### config.mk
export PLATFORM = sky130hd
export DESIGN_NAME = mem_stage_flat
export DESIGN_NICKNAME = d
export VERILOG_FILES = /design/src/rtl/wisc_mem_pkg.sv /design/src/rtl/mem_stage_if.sv /design/src/rtl/mem_timeout_cnt.sv /design/src/rtl/mem_stage.sv /design/src/flat_wrapper.sv
export SDC_FILE = /design/constraint.sdc
export NUM_CORES = 1
export LEC_CHECK = 0
export ABC_AREA = 1
export BUFFER_PORTS_ARGS = -buffer_cell sky130_fd_sc_hd__buf_2
export CAP_MARGIN = 20
export CORE_ASPECT_RATIO = 0.9
export CORE_MARGIN = 2
export CORE_UTILIZATION = 44
export DETAILED_ROUTE_END_ITERATION = 7
export MAX_ROUTING_LAYER = met4
export PLACE_DENSITY = 0.77
export SETUP_SLACK_MARGIN = 0.2
export SLEW_MARGIN = 25
export SYNTH_ARGS = -nofsm -noshare
export SYNTH_HDL_FRONTEND = slang
export SYNTH_SLANG_ARGS = --single-unit
### constraint.sdc
create_clock -name clk -period 1.7 [get_ports clk]
set_clock_uncertainty 0.15 [all_clocks]
set_input_delay 0.085 -clock clk [delete_from_list [all_inputs] [get_ports clk]]
set_output_delay 0.085 -clock clk [all_outputs]
set_load 0.05 [all_outputs]
### src/rtl/wisc_mem_pkg.sv
// rtl/wisc_mem_pkg.sv - shared state encoding and sizing helpers for mem_stage
package wisc_mem_pkg;

  typedef enum logic [1:0] {
    IDLE   = 2'b00,
    ACCESS = 2'b01,
    ERR    = 2'b10
  } mem_state_e;

  localparam int DEFAULT_TIMEOUT = 16;

  // Bits needed to count 0..value-1, never less than one.
  function automatic int clog2(input int value);
    int r = 0;
    while ((1 << r) < value) r++;
    return (r < 1) ? 1 : r;
  endfunction

endpackage

### src/rtl/mem_stage_if.sv
// rtl/mem_stage_if.sv - execute, data-memory and writeback signals of mem_stage
interface mem_stage_if;
  logic        ex_valid;
  logic [15:0] ex_result;
  logic [15:0] ex_store_data;
  logic        ex_mem_rd;
  logic        ex_mem_wr;
  logic        ex_reg_wr_en;
  logic [2:0]  ex_reg_wr_sel;
  logic        ex_halt;
  logic [15:0] dmem_addr;
  logic [15:0] dmem_wdata;
  logic        dmem_rd;
  logic        dmem_wr;
  logic [15:0] dmem_rdata;
  logic        dmem_done;
  logic        stall;
  logic        wb_valid;
  logic [15:0] wb_data;
  logic        wb_reg_wr_en;
  logic [2:0]  wb_reg_wr_sel;
  logic        wb_halt;
  logic        err;

  modport slave (
    input  ex_valid, ex_result, ex_store_data, ex_mem_rd, ex_mem_wr,
           ex_reg_wr_en, ex_reg_wr_sel, ex_halt, dmem_rdata, dmem_done,
    output dmem_addr, dmem_wdata, dmem_rd, dmem_wr, stall, wb_valid,
           wb_data, wb_reg_wr_en, wb_reg_wr_sel, wb_halt, err
  );

  modport master (
    output ex_valid, ex_result, ex_store_data, ex_mem_rd, ex_mem_wr,
           ex_reg_wr_en, ex_reg_wr_sel, ex_halt, dmem_rdata, dmem_done,
    input  dmem_addr, dmem_wdata, dmem_rd, dmem_wr, stall, wb_valid,
           wb_data, wb_reg_wr_en, wb_reg_wr_sel, wb_halt, err
  );
endinterface

### src/rtl/mem_timeout_cnt.sv
// rtl/mem_timeout_cnt.sv - access wait counter with clear, enable and terminal count
module mem_timeout_cnt #(
  parameter int          W    = 4,
  parameter logic [W-1:0] LAST = '1
) (
  input  logic clk,
  input  logic rst,
  input  logic clr,
  input  logic en,
  output logic tc
);
  logic [W-1:0] cnt_q, cnt_d;

  always_comb begin
    cnt_d = cnt_q;
    if (clr)     cnt_d = '0;
    else if (en) cnt_d = cnt_q + W'(1);
  end

  always_ff @(posedge clk) begin
    if (rst) cnt_q <= '0;
    else     cnt_q <= cnt_d;
  end

  assign tc = (cnt_q == LAST);
endmodule

### src/rtl/mem_stage.sv
// rtl/mem_stage.sv - memory stage FSM with dmem handshake and timeout;
// defining MEM_ALIGN_CHECK_EN traps odd load/store addresses into ERR.
module mem_stage
  import wisc_mem_pkg::*;
#(
  parameter int TIMEOUT = DEFAULT_TIMEOUT
) (
  input  logic        clk,
  input  logic        rst,
  mem_stage_if.slave  bus
);
  localparam int             CW   = clog2(TIMEOUT);
  localparam logic [CW-1:0]  LAST = CW'(TIMEOUT - 1);

  mem_state_e  state_q, state_d;
  logic [15:0] addr_q, addr_d, wdata_q, wdata_d;
  logic        is_rd_q, is_rd_d, is_wr_q, is_wr_d;
  logic        p_en_q, p_en_d, p_halt_q, p_halt_d;
  logic [2:0]  p_sel_q, p_sel_d;
  logic        wb_valid_q, wb_valid_d, wb_en_q, wb_en_d, wb_halt_q, wb_halt_d;
  logic [15:0] wb_data_q, wb_data_d;
  logic [2:0]  wb_sel_q, wb_sel_d;
  logic        err_q, err_d;
  logic        cnt_clr, cnt_en, cnt_tc, mem_op, misaligned;

  assign mem_op = bus.ex_mem_rd | bus.ex_mem_wr;

`ifdef MEM_ALIGN_CHECK_EN
  assign misaligned = bus.ex_result[0];
`else
  assign misaligned = 1'b0;
`endif

  mem_timeout_cnt #(.W(CW), .LAST(LAST)) u_cnt (
    .clk (clk),
    .rst (rst),
    .clr (cnt_clr),
    .en  (cnt_en),
    .tc  (cnt_tc)
  );

  always_comb begin
    state_d    = state_q;
    addr_d     = addr_q;
    wdata_d    = wdata_q;
    is_rd_d    = is_rd_q;
    is_wr_d    = is_wr_q;
    p_en_d     = p_en_q;
    p_sel_d    = p_sel_q;
    p_halt_d   = p_halt_q;
    wb_valid_d = wb_valid_q;
    wb_data_d  = wb_data_q;
    wb_en_d    = wb_en_q;
    wb_sel_d   = wb_sel_q;
    wb_halt_d  = wb_halt_q;
    err_d      = err_q;
    cnt_clr    = 1'b0;
    cnt_en     = 1'b0;
    case (state_q)
      IDLE: begin
        wb_valid_d = 1'b0;
        if (bus.ex_valid && mem_op && misaligned) begin
          state_d = ERR;
          err_d   = 1'b1;
        end else if (bus.ex_valid && mem_op) begin
          // Writeback controls are parked until the access completes.
          addr_d   = bus.ex_result;
          wdata_d  = bus.ex_store_data;
          is_rd_d  = bus.ex_mem_rd;
          is_wr_d  = bus.ex_mem_wr;
          p_en_d   = bus.ex_reg_wr_en;
          p_sel_d  = bus.ex_reg_wr_sel;
          p_halt_d = bus.ex_halt;
          cnt_clr  = 1'b1;
          state_d  = ACCESS;
        end else if (bus.ex_valid) begin
          wb_valid_d = 1'b1;
          wb_data_d  = bus.ex_result;
          wb_en_d    = bus.ex_reg_wr_en;
          wb_sel_d   = bus.ex_reg_wr_sel;
          wb_halt_d  = bus.ex_halt;
        end
      end
      ACCESS: begin
        cnt_en = 1'b1;
        // Done is checked first so a completion on the last allowed cycle wins.
        if (bus.dmem_done) begin
          wb_valid_d = 1'b1;
          wb_data_d  = is_rd_q ? bus.dmem_rdata : addr_q;
          wb_en_d    = p_en_q;
          wb_sel_d   = p_sel_q;
          wb_halt_d  = p_halt_q;
          state_d    = IDLE;
        end else if (cnt_tc) begin
          state_d = ERR;
          err_d   = 1'b1;
        end
      end
      ERR: begin
        wb_valid_d = 1'b0;
      end
      default: state_d = IDLE;
    endcase
  end

  always_ff @(posedge clk) begin
    if (rst) begin
      state_q    <= IDLE;
      addr_q     <= '0;
      wdata_q    <= '0;
      is_rd_q    <= 1'b0;
      is_wr_q    <= 1'b0;
      p_en_q     <= 1'b0;
      p_sel_q    <= '0;
      p_halt_q   <= 1'b0;
      wb_valid_q <= 1'b0;
      wb_data_q  <= '0;
      wb_en_q    <= 1'b0;
      wb_sel_q   <= '0;
      wb_halt_q  <= 1'b0;
      err_q      <= 1'b0;
    end else begin
      state_q    <= state_d;
      addr_q     <= addr_d;
      wdata_q    <= wdata_d;
      is_rd_q    <= is_rd_d;
      is_wr_q    <= is_wr_d;
      p_en_q     <= p_en_d;
      p_sel_q    <= p_sel_d;
      p_halt_q   <= p_halt_d;
      wb_valid_q <= wb_valid_d;
      wb_data_q  <= wb_data_d;
      wb_en_q    <= wb_en_d;
      wb_sel_q   <= wb_sel_d;
      wb_halt_q  <= wb_halt_d;
      err_q      <= err_d;
    end
  end

  assign bus.dmem_addr     = addr_q;
  assign bus.dmem_wdata    = wdata_q;
  assign bus.dmem_rd       = (state_q == ACCESS) && is_rd_q;
  assign bus.dmem_wr       = (state_q == ACCESS) && is_wr_q;
  assign bus.stall         = (state_q == ACCESS) || (state_q == ERR);
  assign bus.wb_valid      = wb_valid_q;
  assign bus.wb_data       = wb_data_q;
  assign bus.wb_reg_wr_en  = wb_en_q;
  assign bus.wb_reg_wr_sel = wb_sel_q;
  assign bus.wb_halt       = wb_halt_q;
  assign bus.err           = err_q;
endmodule

### src/flat_wrapper.sv
// flat-port wrapper written by rule: the top's interface ports become plain ports
module mem_stage_flat import wisc_mem_pkg::*;
#(
  parameter int TIMEOUT = DEFAULT_TIMEOUT
)
  (clk, rst, bus_ex_valid, bus_ex_result, bus_ex_store_data, bus_ex_mem_rd, bus_ex_mem_wr, bus_ex_reg_wr_en, bus_ex_reg_wr_sel, bus_ex_halt, bus_dmem_rdata, bus_dmem_done, bus_dmem_addr, bus_dmem_wdata, bus_dmem_rd, bus_dmem_wr, bus_stall, bus_wb_valid, bus_wb_data, bus_wb_reg_wr_en, bus_wb_reg_wr_sel, bus_wb_halt, bus_err);
  mem_stage_if bus_i ();
  input  logic clk;
  input  logic rst;
  input wire logic [$bits(bus_i.ex_valid)-1:0] bus_ex_valid;
  input wire logic [$bits(bus_i.ex_result)-1:0] bus_ex_result;
  input wire logic [$bits(bus_i.ex_store_data)-1:0] bus_ex_store_data;
  input wire logic [$bits(bus_i.ex_mem_rd)-1:0] bus_ex_mem_rd;
  input wire logic [$bits(bus_i.ex_mem_wr)-1:0] bus_ex_mem_wr;
  input wire logic [$bits(bus_i.ex_reg_wr_en)-1:0] bus_ex_reg_wr_en;
  input wire logic [$bits(bus_i.ex_reg_wr_sel)-1:0] bus_ex_reg_wr_sel;
  input wire logic [$bits(bus_i.ex_halt)-1:0] bus_ex_halt;
  input wire logic [$bits(bus_i.dmem_rdata)-1:0] bus_dmem_rdata;
  input wire logic [$bits(bus_i.dmem_done)-1:0] bus_dmem_done;
  output wire logic [$bits(bus_i.dmem_addr)-1:0] bus_dmem_addr;
  output wire logic [$bits(bus_i.dmem_wdata)-1:0] bus_dmem_wdata;
  output wire logic [$bits(bus_i.dmem_rd)-1:0] bus_dmem_rd;
  output wire logic [$bits(bus_i.dmem_wr)-1:0] bus_dmem_wr;
  output wire logic [$bits(bus_i.stall)-1:0] bus_stall;
  output wire logic [$bits(bus_i.wb_valid)-1:0] bus_wb_valid;
  output wire logic [$bits(bus_i.wb_data)-1:0] bus_wb_data;
  output wire logic [$bits(bus_i.wb_reg_wr_en)-1:0] bus_wb_reg_wr_en;
  output wire logic [$bits(bus_i.wb_reg_wr_sel)-1:0] bus_wb_reg_wr_sel;
  output wire logic [$bits(bus_i.wb_halt)-1:0] bus_wb_halt;
  output wire logic [$bits(bus_i.err)-1:0] bus_err;
  assign bus_i.ex_valid = bus_ex_valid;
  assign bus_i.ex_result = bus_ex_result;
  assign bus_i.ex_store_data = bus_ex_store_data;
  assign bus_i.ex_mem_rd = bus_ex_mem_rd;
  assign bus_i.ex_mem_wr = bus_ex_mem_wr;
  assign bus_i.ex_reg_wr_en = bus_ex_reg_wr_en;
  assign bus_i.ex_reg_wr_sel = bus_ex_reg_wr_sel;
  assign bus_i.ex_halt = bus_ex_halt;
  assign bus_i.dmem_rdata = bus_dmem_rdata;
  assign bus_i.dmem_done = bus_dmem_done;
  assign bus_dmem_addr = bus_i.dmem_addr;
  assign bus_dmem_wdata = bus_i.dmem_wdata;
  assign bus_dmem_rd = bus_i.dmem_rd;
  assign bus_dmem_wr = bus_i.dmem_wr;
  assign bus_stall = bus_i.stall;
  assign bus_wb_valid = bus_i.wb_valid;
  assign bus_wb_data = bus_i.wb_data;
  assign bus_wb_reg_wr_en = bus_i.wb_reg_wr_en;
  assign bus_wb_reg_wr_sel = bus_i.wb_reg_wr_sel;
  assign bus_wb_halt = bus_i.wb_halt;
  assign bus_err = bus_i.err;
  mem_stage #(.TIMEOUT(TIMEOUT)) u_core (.clk(clk), .rst(rst), .bus(bus_i));
endmodule
==> out/summary.txt, run 1 <==
switch share: 0.398
starting density of the core: 0.458
Die X: 91.7 µm
first-pass GRT wire length: 16200 µm
antenna viol nets, final: 0
fmax: 0.609 GHz
grt ovf: 0
PwrDens: 988 mW/mm²
Max-cap violations: 0
first drt pass iteration count: 5
number of fill cells: 452
initial antenna violation count: 0
Hold Slack: 0.00734 ns
initial DRC count: 304
RR Endpoint: u_core.bus.wb_reg_wr_sel[1]
Tcrit/Tclk final: 0.966
clock tree buffer depth: 2
clock-pin slew on the worst setup and hold paths: 0.08 ns
WL final: 10600 µm
asr flop ratio synth: 0
worst slew pin tran: 0.277 ns
WP data required: 1.82 ns
Root Buffer: clkbuf_8
Yosys cell types: 27
DIE AREA: 0.00761 mm²
Setup TNS Final: 0 ns
post-DR wirelength/cell: 14.7 µm
Chip Height: 83.0 µm
outcome: completed
vias in the first global route: 3393
RSZ-0062 raised after global routing: true
Placement Cell Area: 0.00378 mm²
R2R cell count: 7
R2R setup slack: 0.06 ns
Num CTS Buffers: 9
Yosys warning count: 0
gpl congestion: 0.814
switching power: 2000 µW
synth-to-layout area growth: 67.0%
clk sink count: 68
synthesized net count: 505
htree depth: 3
VDD IR max: 0.000635 V
largest fanout on the critical path: 7
CP startpoint kind: flip-flop
Post-synth top flop: dfxtp_1
Post-Synthesis Cells: 440
Core Footprint: 0.00666 mm²
Clk pwr share: 0.229
Final Hold Fails: 0
Slew Limit Fails: 0
sequential share of the synthesized area: 0.447
kind of path behind the tightest hold check: in2reg
RR Startpoint: u_core.state_q[1]
fin nets: 694
largest net degree at the start of global routing: 38
CP arrival: 1.76 ns
WS Path Type: reg2reg
Critical Path Sink: u_core.bus.wb_reg_wr_sel[1]
CTS tree: yes
Setup crit end kind: flip-flop
Leakage: 0.00243 µW
Gate power share: 0.397
Buffers on Ports: 116
Reg power frac: 0.374
drt via density: 5.03
CP startpoint: u_core.state_q[1]
final instance area: 0.00509 mm²
final setup violation count: 0
#FFs+latches synth: 68
Internal: 3030 µW
Detail Placement HPWL: 5480 µm
number of diodes: 0
row cnt: 28
share of cells above drive strength 1: 0.362
Total GRT Usage: 0.271
syn avg cell area: 6.93 µm²
Post-synth EDFFs: 0
Slew HR: 0.814
IO Count: 117
synthesized area: 0.00305 mm²
Clk Latency, worst-skew pair: 0.34 ns
vias: 3636
residual DRC count: 0
min Tclk post-route: 1.64 ns
==> layer usage <==
metal / track usage / routed length (µm)
met1: 0.322 / 4280
met2: 0.463 / 5400
met3: 0.0608 / 689
met4: 0.0719 / 271
met5: - / 0
==> final cells by class <==
| cell class | instances | area [µm²] | area share |
|---|---|---|---|
| multi-input combinational | 305 | 1640 | 0.322 |
| tap | 90 | 113 | 0.0221 |
| timing repair buffer | 203 | 1640 | 0.323 |
| clock inverter | 6 | 41.3 | 0.00811 |
| clock buffer | 9 | 124 | 0.0243 |
| inverter | 42 | 165 | 0.0324 |
| sequential | 68 | 1370 | 0.269 |
==> repair_timing <==
action | CTS | global route
hold buffers | 46 | 0
buffers inserted | 13 | 8
gates resized for setup | 62 | 46
setup endpoints to repair | 66 | 70
hold endpoints to repair | 62 | 0
pin swaps | 13 | 7
gates cloned | 6 | 2
==> worst max-delay path, cell delays in order, from the launching register on <==
cell	delay, ns
dfxtp_4	0.37
inv_4	0.05
ha_4	0.17
buf_8	0.13
buf_4	0.13
o21ai_0	0.24
nand4_1	0.15
a21oi_1	0.17
==> kinds of logic (layout without fill, tap and decap cells) <==
group / Yosys count / count (layout) / synth area share
AO/OA/AOI/OAI: 102 / 102 / 0.180
adder cells (fa/ha/maj): 6 / 6 / 0.0246
buffers and inverters: 67 / 260 / 0.0920
flip-flops: 68 / 68 / 0.447
AND/OR/NAND/NOR: 197 / 197 / 0.257
==> sequential cells by signal (all words and copies together), names as in the netlist, 2 cells and up <==
name and flops:
u_core.bus.wb_reg_wr_sel 3, u_core.bus.dmem_addr 16, u_core.state_q 2, u_core.p_sel_q 3, u_core.u_cnt.cnt_q 4, u_core.bus.wb_data 16, u_core.bus.dmem_wdata 16
==> power groups by stage <==
stage / logic, µW / clock network, µW / registers, µW
5_1_grt: 2130 / 1250 / 1890
3_5_place_dp: 1490 / 0 / 1900
4_1_cts: 1810 / 1160 / 1860
6_report: 2000 / 1150 / 1880
3_3_place_gp: 1470 / 0 / 1890
2_1_floorplan: 605 / 0 / 2400
==> metrics by stage <==
step	setup slack (ns)	util	instances	total power (µW)
finish	0.0586	0.765	723	5030
global route	-0.0299	0.765	723	5270
CTS	0.0758	0.724	713	4840
detailed placement	0.0403	0.568	633	3380
global placement	0.103	0.568	633	3360
floorplan	0.183	-	440	3000
==> cell usage after synthesis (all sizes together) (2+ instances only) <==
library cell | count | area (µm²)
nor2 | 108 | 408
clkinv | 2 | 7.51
nand2 | 75 | 284
nand4 | 5 | 31.3
buf | 12 | 72.6
a211oi | 3 | 22.5
or2 | 2 | 12.5
o21ai | 75 | 398
a21oi | 23 | 119
inv | 40 | 150
dfxtp | 68 | 1360
clkbuf | 13 | 50.0
nand3 | 6 | 42.5
ha | 6 | 75.1
==> cell usage in the layout, fill, tap and decap left out, types with 3 or more instances in the layout <==
cell type      Yosys  layout
buf_2              7     112
buf_6              2       4
clkinvlp_4         0       3
a21oi_1           22      19
ha_1               6       3
o21ai_1            2      19
nor2_2             1      10
ha_4               0       3
buf_12             0       6
nor2_4             0       5
o21ai_2            0      11
buf_4              1      21
inv_2              3       5
buf_8              0       5
nand2_1           74      70
nor2_1           107      93
buf_16             0       6
nand4_1            5       5
o21ai_0           71      43
nand2_4            0       3
clkbuf_8           0       9
inv_1             37      32
dfxtp_1           68      66
dlygate4sd3_1      0      46
inv_4              0       3
a21oi_2            1       3
nand3_1            5       4
==> worst min path at each step <==
| stage | from | endpoint | cells after the start | slack [ns] |
|---|---|---|---|---|
| 6_report | bus_dmem_rdata[0] | u_core.bus.wb_data[0] | 5 | 0.007 |
| 5_1_grt | bus_dmem_rdata[6] | u_core.bus.wb_data[6] | 5 | 0.04 |
| 4_1_cts | bus_dmem_rdata[5] | u_core.bus.wb_data[5] | 5 | 0.001 |
| 3_5_place_dp | bus_ex_store_data[6] | u_core.bus.dmem_wdata[6] | 3 | 0.19 |
| 3_3_place_gp | bus_ex_store_data[7] | u_core.bus.dmem_wdata[7] | 3 | 0.18 |
| 2_1_floorplan | rst | u_core.p_halt_q | 1 | 0.01 |
No activity file was read; power rests on OpenSTA's default activity.
==> run 2, diff against run 1 <==
--- a/config.mk
+++ b/config.mk
@@ -5,7 +5,6 @@
 export SDC_FILE = /design/constraint.sdc
 export NUM_CORES = 1
 export LEC_CHECK = 0
-export ABC_AREA = 1
 export BUFFER_PORTS_ARGS = -buffer_cell sky130_fd_sc_hd__buf_2
 export CAP_MARGIN = 20
 export CORE_ASPECT_RATIO = 0.9
==> run 2 against run 1 <==
Against the previous run:
- critical path type unchanged
- highest routed layer unchanged
- the run now ends with negative setup slack left
- non-clock buffer count shrank 3
- worst hold slack gained 0.041 ns
- largest power group unchanged
- sequential power grew 2%
==> out/summary.txt, run 2 <==
grt ovf: 0 (unchanged)
commonest cells in the netlist: nand2_1 (86), dfxtp_1 (68), a21oi_1 (39), mux2i_1 (39), nor2_1 (25) (was nor2_1 (107), nand2_1 (74), o21ai_0 (71))
first-pass GRT wire length: 16000 µm (was 16200 µm)
drt via density: 5.32 (was 5.03)
hold wc startpoint: bus_dmem_rdata[8] (was bus_dmem_rdata[0])
WL final: 10900 µm (was 10600 µm)
Setup crit end kind: flip-flop (unchanged)
dpl cells: 554 (was 633)
min Tclk post-route: 1.71 ns (was 1.64 ns)
most frequent cells in the layout: buf_2 (113), dfxtp_1 (66), nand2_1 (50), mux2i_1 (38), dlygate4sd3_1 (38) (was buf_2 (112), nor2_1 (93), nand2_1 (70), dfxtp_1 (66), dlygate4sd3_1 (46))
antenna viol nets, final: 0 (unchanged)
failing checks: negative setup slack
VDD IR max: 0.000863 V (was 0.000635 V)
synth-to-layout area growth: 74.5% (was 67.0%)
Gate power share: 0.456 (was 0.397)
clk sink count: 68 (unchanged)
fmax: 0.585 GHz (was 0.609 GHz)
switch share: 0.398 (about the same)
vias in the first global route: 3319 (was 3393)
post-synth top area share: 0.448 (was 0.447)
Reg power frac: 0.332 (was 0.374)
clock tree buffer depth: 2 (unchanged)
largest fanout on the critical path: 6 (was 7)
asr flop ratio synth: 0 (unchanged)
#FFs+latches synth: 68 (unchanged)
Buffers on Ports: 116 (unchanged)
Slew Limit Fails: 0 (unchanged)
most common cell after layout, fill and taps aside: buf_2 (unchanged)
worst hold path depth: 4 (was 5)
gpl congestion: 0.776 (was 0.814)
fin nets: 604 (was 694)
kind of path behind the tightest hold check: in2reg (unchanged)
Clk pwr share: 0.212 (was 0.229)
htree depth: 3 (unchanged)
DIE AREA: 0.00758 mm² (was 0.00761 mm²)
synthesized net count: 419 (was 505)
first drt pass iteration count: 4 (was 5)
Max-cap violations: 0 (unchanged)
RSZ-0062 raised after global routing: true (unchanged)
IO Count: 117 (unchanged)
area leader, netlist: dfxtp_1 (unchanged)
synthesized area: 0.00304 mm² (was 0.00305 mm²)
CP max stage cell: dfxtp_4 (unchanged)
initial DRC count: 200 (was 304)
syn avg cell area: 8.58 µm² (was 6.93 µm²)
RR Endpoint: u_core.bus.dmem_addr[5] (was u_core.bus.wb_reg_wr_sel[1])
Root Buffer: clkbuf_8 (unchanged)
WP data required: 1.82 ns (about the same)
Slowest Stage Delay on Critical Path: 0.39 ns (was 0.37 ns)
vias: 3375 (was 3636)
number of fill cells: 397 (was 452)
Core Footprint: 0.00662 mm² (was 0.00666 mm²)
WS Path Type: reg2reg (unchanged)
R2R cell count: 8 (was 7)
RR Startpoint: u_core.state_q[0] (was u_core.state_q[1])
post-DR wirelength/cell: 17.2 µm (was 14.7 µm)
PwrDens: 1090 mW/mm² (was 988 mW/mm²)
number of diodes: 0 (unchanged)
Clk Latency, worst-skew pair: 0.35 ns (was 0.34 ns)
row cnt: 28 (unchanged)
Hold Slack: 0.0482 ns (was 0.00734 ns)
Slew HR: 0.616 (was 0.814)
Internal: 3480 µW (was 3030 µW)
Yosys cell types: 32 (was 27)
Buf/Inv on CP: 4 (was 3)
Post-Synthesis Cells: 354 (was 440)
Detail Placement HPWL: 5520 µm (was 5480 µm)
initial antenna violation count: 0 (unchanged)
Top Family by Delay on Critical Path: buffers and inverters (was compound AO/OA/AOI/OAI gates)
count leader, synth: nand2_1 (was nor2_1)
Chip Height: 82.8 µm (was 83.0 µm)
CTS tree: yes (unchanged)
setup ws final: -0.00821 ns (was 0.0586 ns)
Total GRT Usage: 0.273 (was 0.271)
CP startpoint kind: flip-flop (unchanged)
Tcrit/Tclk final: 1.00 (was 0.966)
Hold Path End: u_core.bus.wb_data[8] (was u_core.bus.wb_data[0])
Yosys warning count: 0 (unchanged)
Die X: 91.6 µm (was 91.7 µm)
share of cells above drive strength 1: 0.485 (was 0.362)
starting density of the core: 0.459 (was 0.458)
outcome: finished with violations (was completed)
Finished Layout Cells: 634 (was 723)
R2R setup slack: -0.008 ns (was 0.06 ns)
worst slew pin tran: 0.570 ns (was 0.277 ns)
Num CTS Buffers: 9 (unchanged)
largest net degree at the start of global routing: 41 (was 38)
CP startpoint: u_core.state_q[0] (was u_core.state_q[1])
Final Hold Fails: 0 (unchanged)
Post-synth top flop: dfxtp_1 (unchanged)
residual DRC count: 0 (unchanged)
switching power: 2300 µW (was 2000 µW)
final setup violation count: 1 (was 0)
Synth area leaders: dfxtp_1 (45%), mux2i_1 (13%), nand2_1 (11%) (was dfxtp_1 (45%), nor2_1 (13%), o21ai_0 (12%))
Leakage: 0.00244 µW (was 0.00243 µW)
crit-path cells: inv_4 -> ha_4 -> buf_6 -> o211ai_1 -> buf_4 -> buf_8 -> nand2_1 -> a21oi_1 (was inv_4 -> ha_4 -> buf_8 -> buf_4 -> o21ai_0 -> nand4_1 -> a21oi_1)
Post-synth EDFFs: 0 (unchanged)
sequential share of the synthesized area: 0.448 (was 0.447)
CP arrival: 1.83 ns (was 1.76 ns)
Setup TNS Final: -0.00821 ns (was 0 ns)
clock-pin slew on the worst setup and hold paths: 0.08 ns (about the same)
## run 2: changes by cell type after synthesis, sizes merged, moves of 4 or more
cell,change
nor2b,+6
nand2b,+10
o21ai,-74
a211o,+18
a21oi,+16
mux2,+5
inv,-38
nor2,-83
clkbuf,+4
mux2i,+39
nand2,+11
nand4,-4
## run 2: per-layer routing
metal / vias up / share of wire / track usage
met5: - / 0 / -
li1: 1577 / - / -
met4: 0 / 0.021 / 0.0840
met1: 1626 / 0.41 / 0.326
met3: 21 / 0.061 / 0.0717
met2: 151 / 0.51 / 0.450
## run 2: how the worst max path moves through the flow
stage / to / slack [ns] / depth (start not counted)
after CTS: u_core.bus.wb_reg_wr_sel[0] / 0.05 / 5
after global placement: u_core.bus.wb_data[9] / 0.0006 / 6
after global routing: u_core.bus.dmem_addr[5] / -0.05 / 8
after detailed placement: u_core.bus.wb_data[12] / -0.06 / 6
final: u_core.bus.dmem_addr[5] / -0.008 / 8
after floorplan: u_core.bus.wb_halt / -0.1 / 7
## run 2: cells by family (layout without fill, tap and decap cells)
family,Yosys count,in the layout,synth area share
adders and majority gates,6,6,0.0247
and+or+nand+nor,138,138,0.191
DFF,68,68,0.448
AOI/OAI and AO/OA,66,66,0.141
xor gates and xnor gates,3,3,0.00865
muxes,44,44,0.147
buffers and inverters,29,219,0.0400
## run 2: repair_timing
| item | CTS | global route |
|---|---|---|
| setup buffers | 12 | 3 |
| endpoints found under the hold margin | 55 | 0 |
| endpoints found under the setup margin | 67 | 68 |
| pin swaps | 22 | 38 |
| hold buffers | 38 | 0 |
| gates cloned | 8 | 3 |
| gates resized for setup | 62 | 67 |
## run 2: power groups by stage
stage	sequential [µW]	combinational (µW)	clock, µW
global placement	1930	1820	0
global route	1940	2750	1310
CTS	1900	2360	1230
finish	1920	2630	1220
floorplan	2490	817	0
detailed placement	1930	1850	0
## run 2: worst reg2reg max path: stages (launching register included)
cell and delay [ns]:
dfxtp_4 0.39, inv_4 0.04, ha_4 0.16, buf_6 0.12
o211ai_1 0.11, buf_4 0.24, buf_8 0.17, nand2_1 0.08
a21oi_1 0.15
## run 2: cell type report
type                            count  area [µm²]  share of cell area
Clock buffer                       10         138              0.0260
Clock inverter                      6        38.8             0.00732
Inverter                            3        16.3             0.00307
Multi-Input combinational cell    257        1950               0.368
Sequential cell                    68        1370               0.258
Tap cell                           90         113              0.0213
Timing Repair Buffer              200        1680               0.317
## run 2: metrics by stage
stage	utilization	setup slack [ns]	instance area, µm²	total power, µW
2_1_floorplan	-	-0.0969	3120	3300
3_3_place_gp	0.586	0.000554	3880	3740
3_5_place_dp	0.586	-0.0630	3880	3790
4_1_cts	0.745	0.0522	4930	5490
5_1_grt	0.800	-0.0466	5300	6000
6_report	0.800	-0.00821	5300	5780
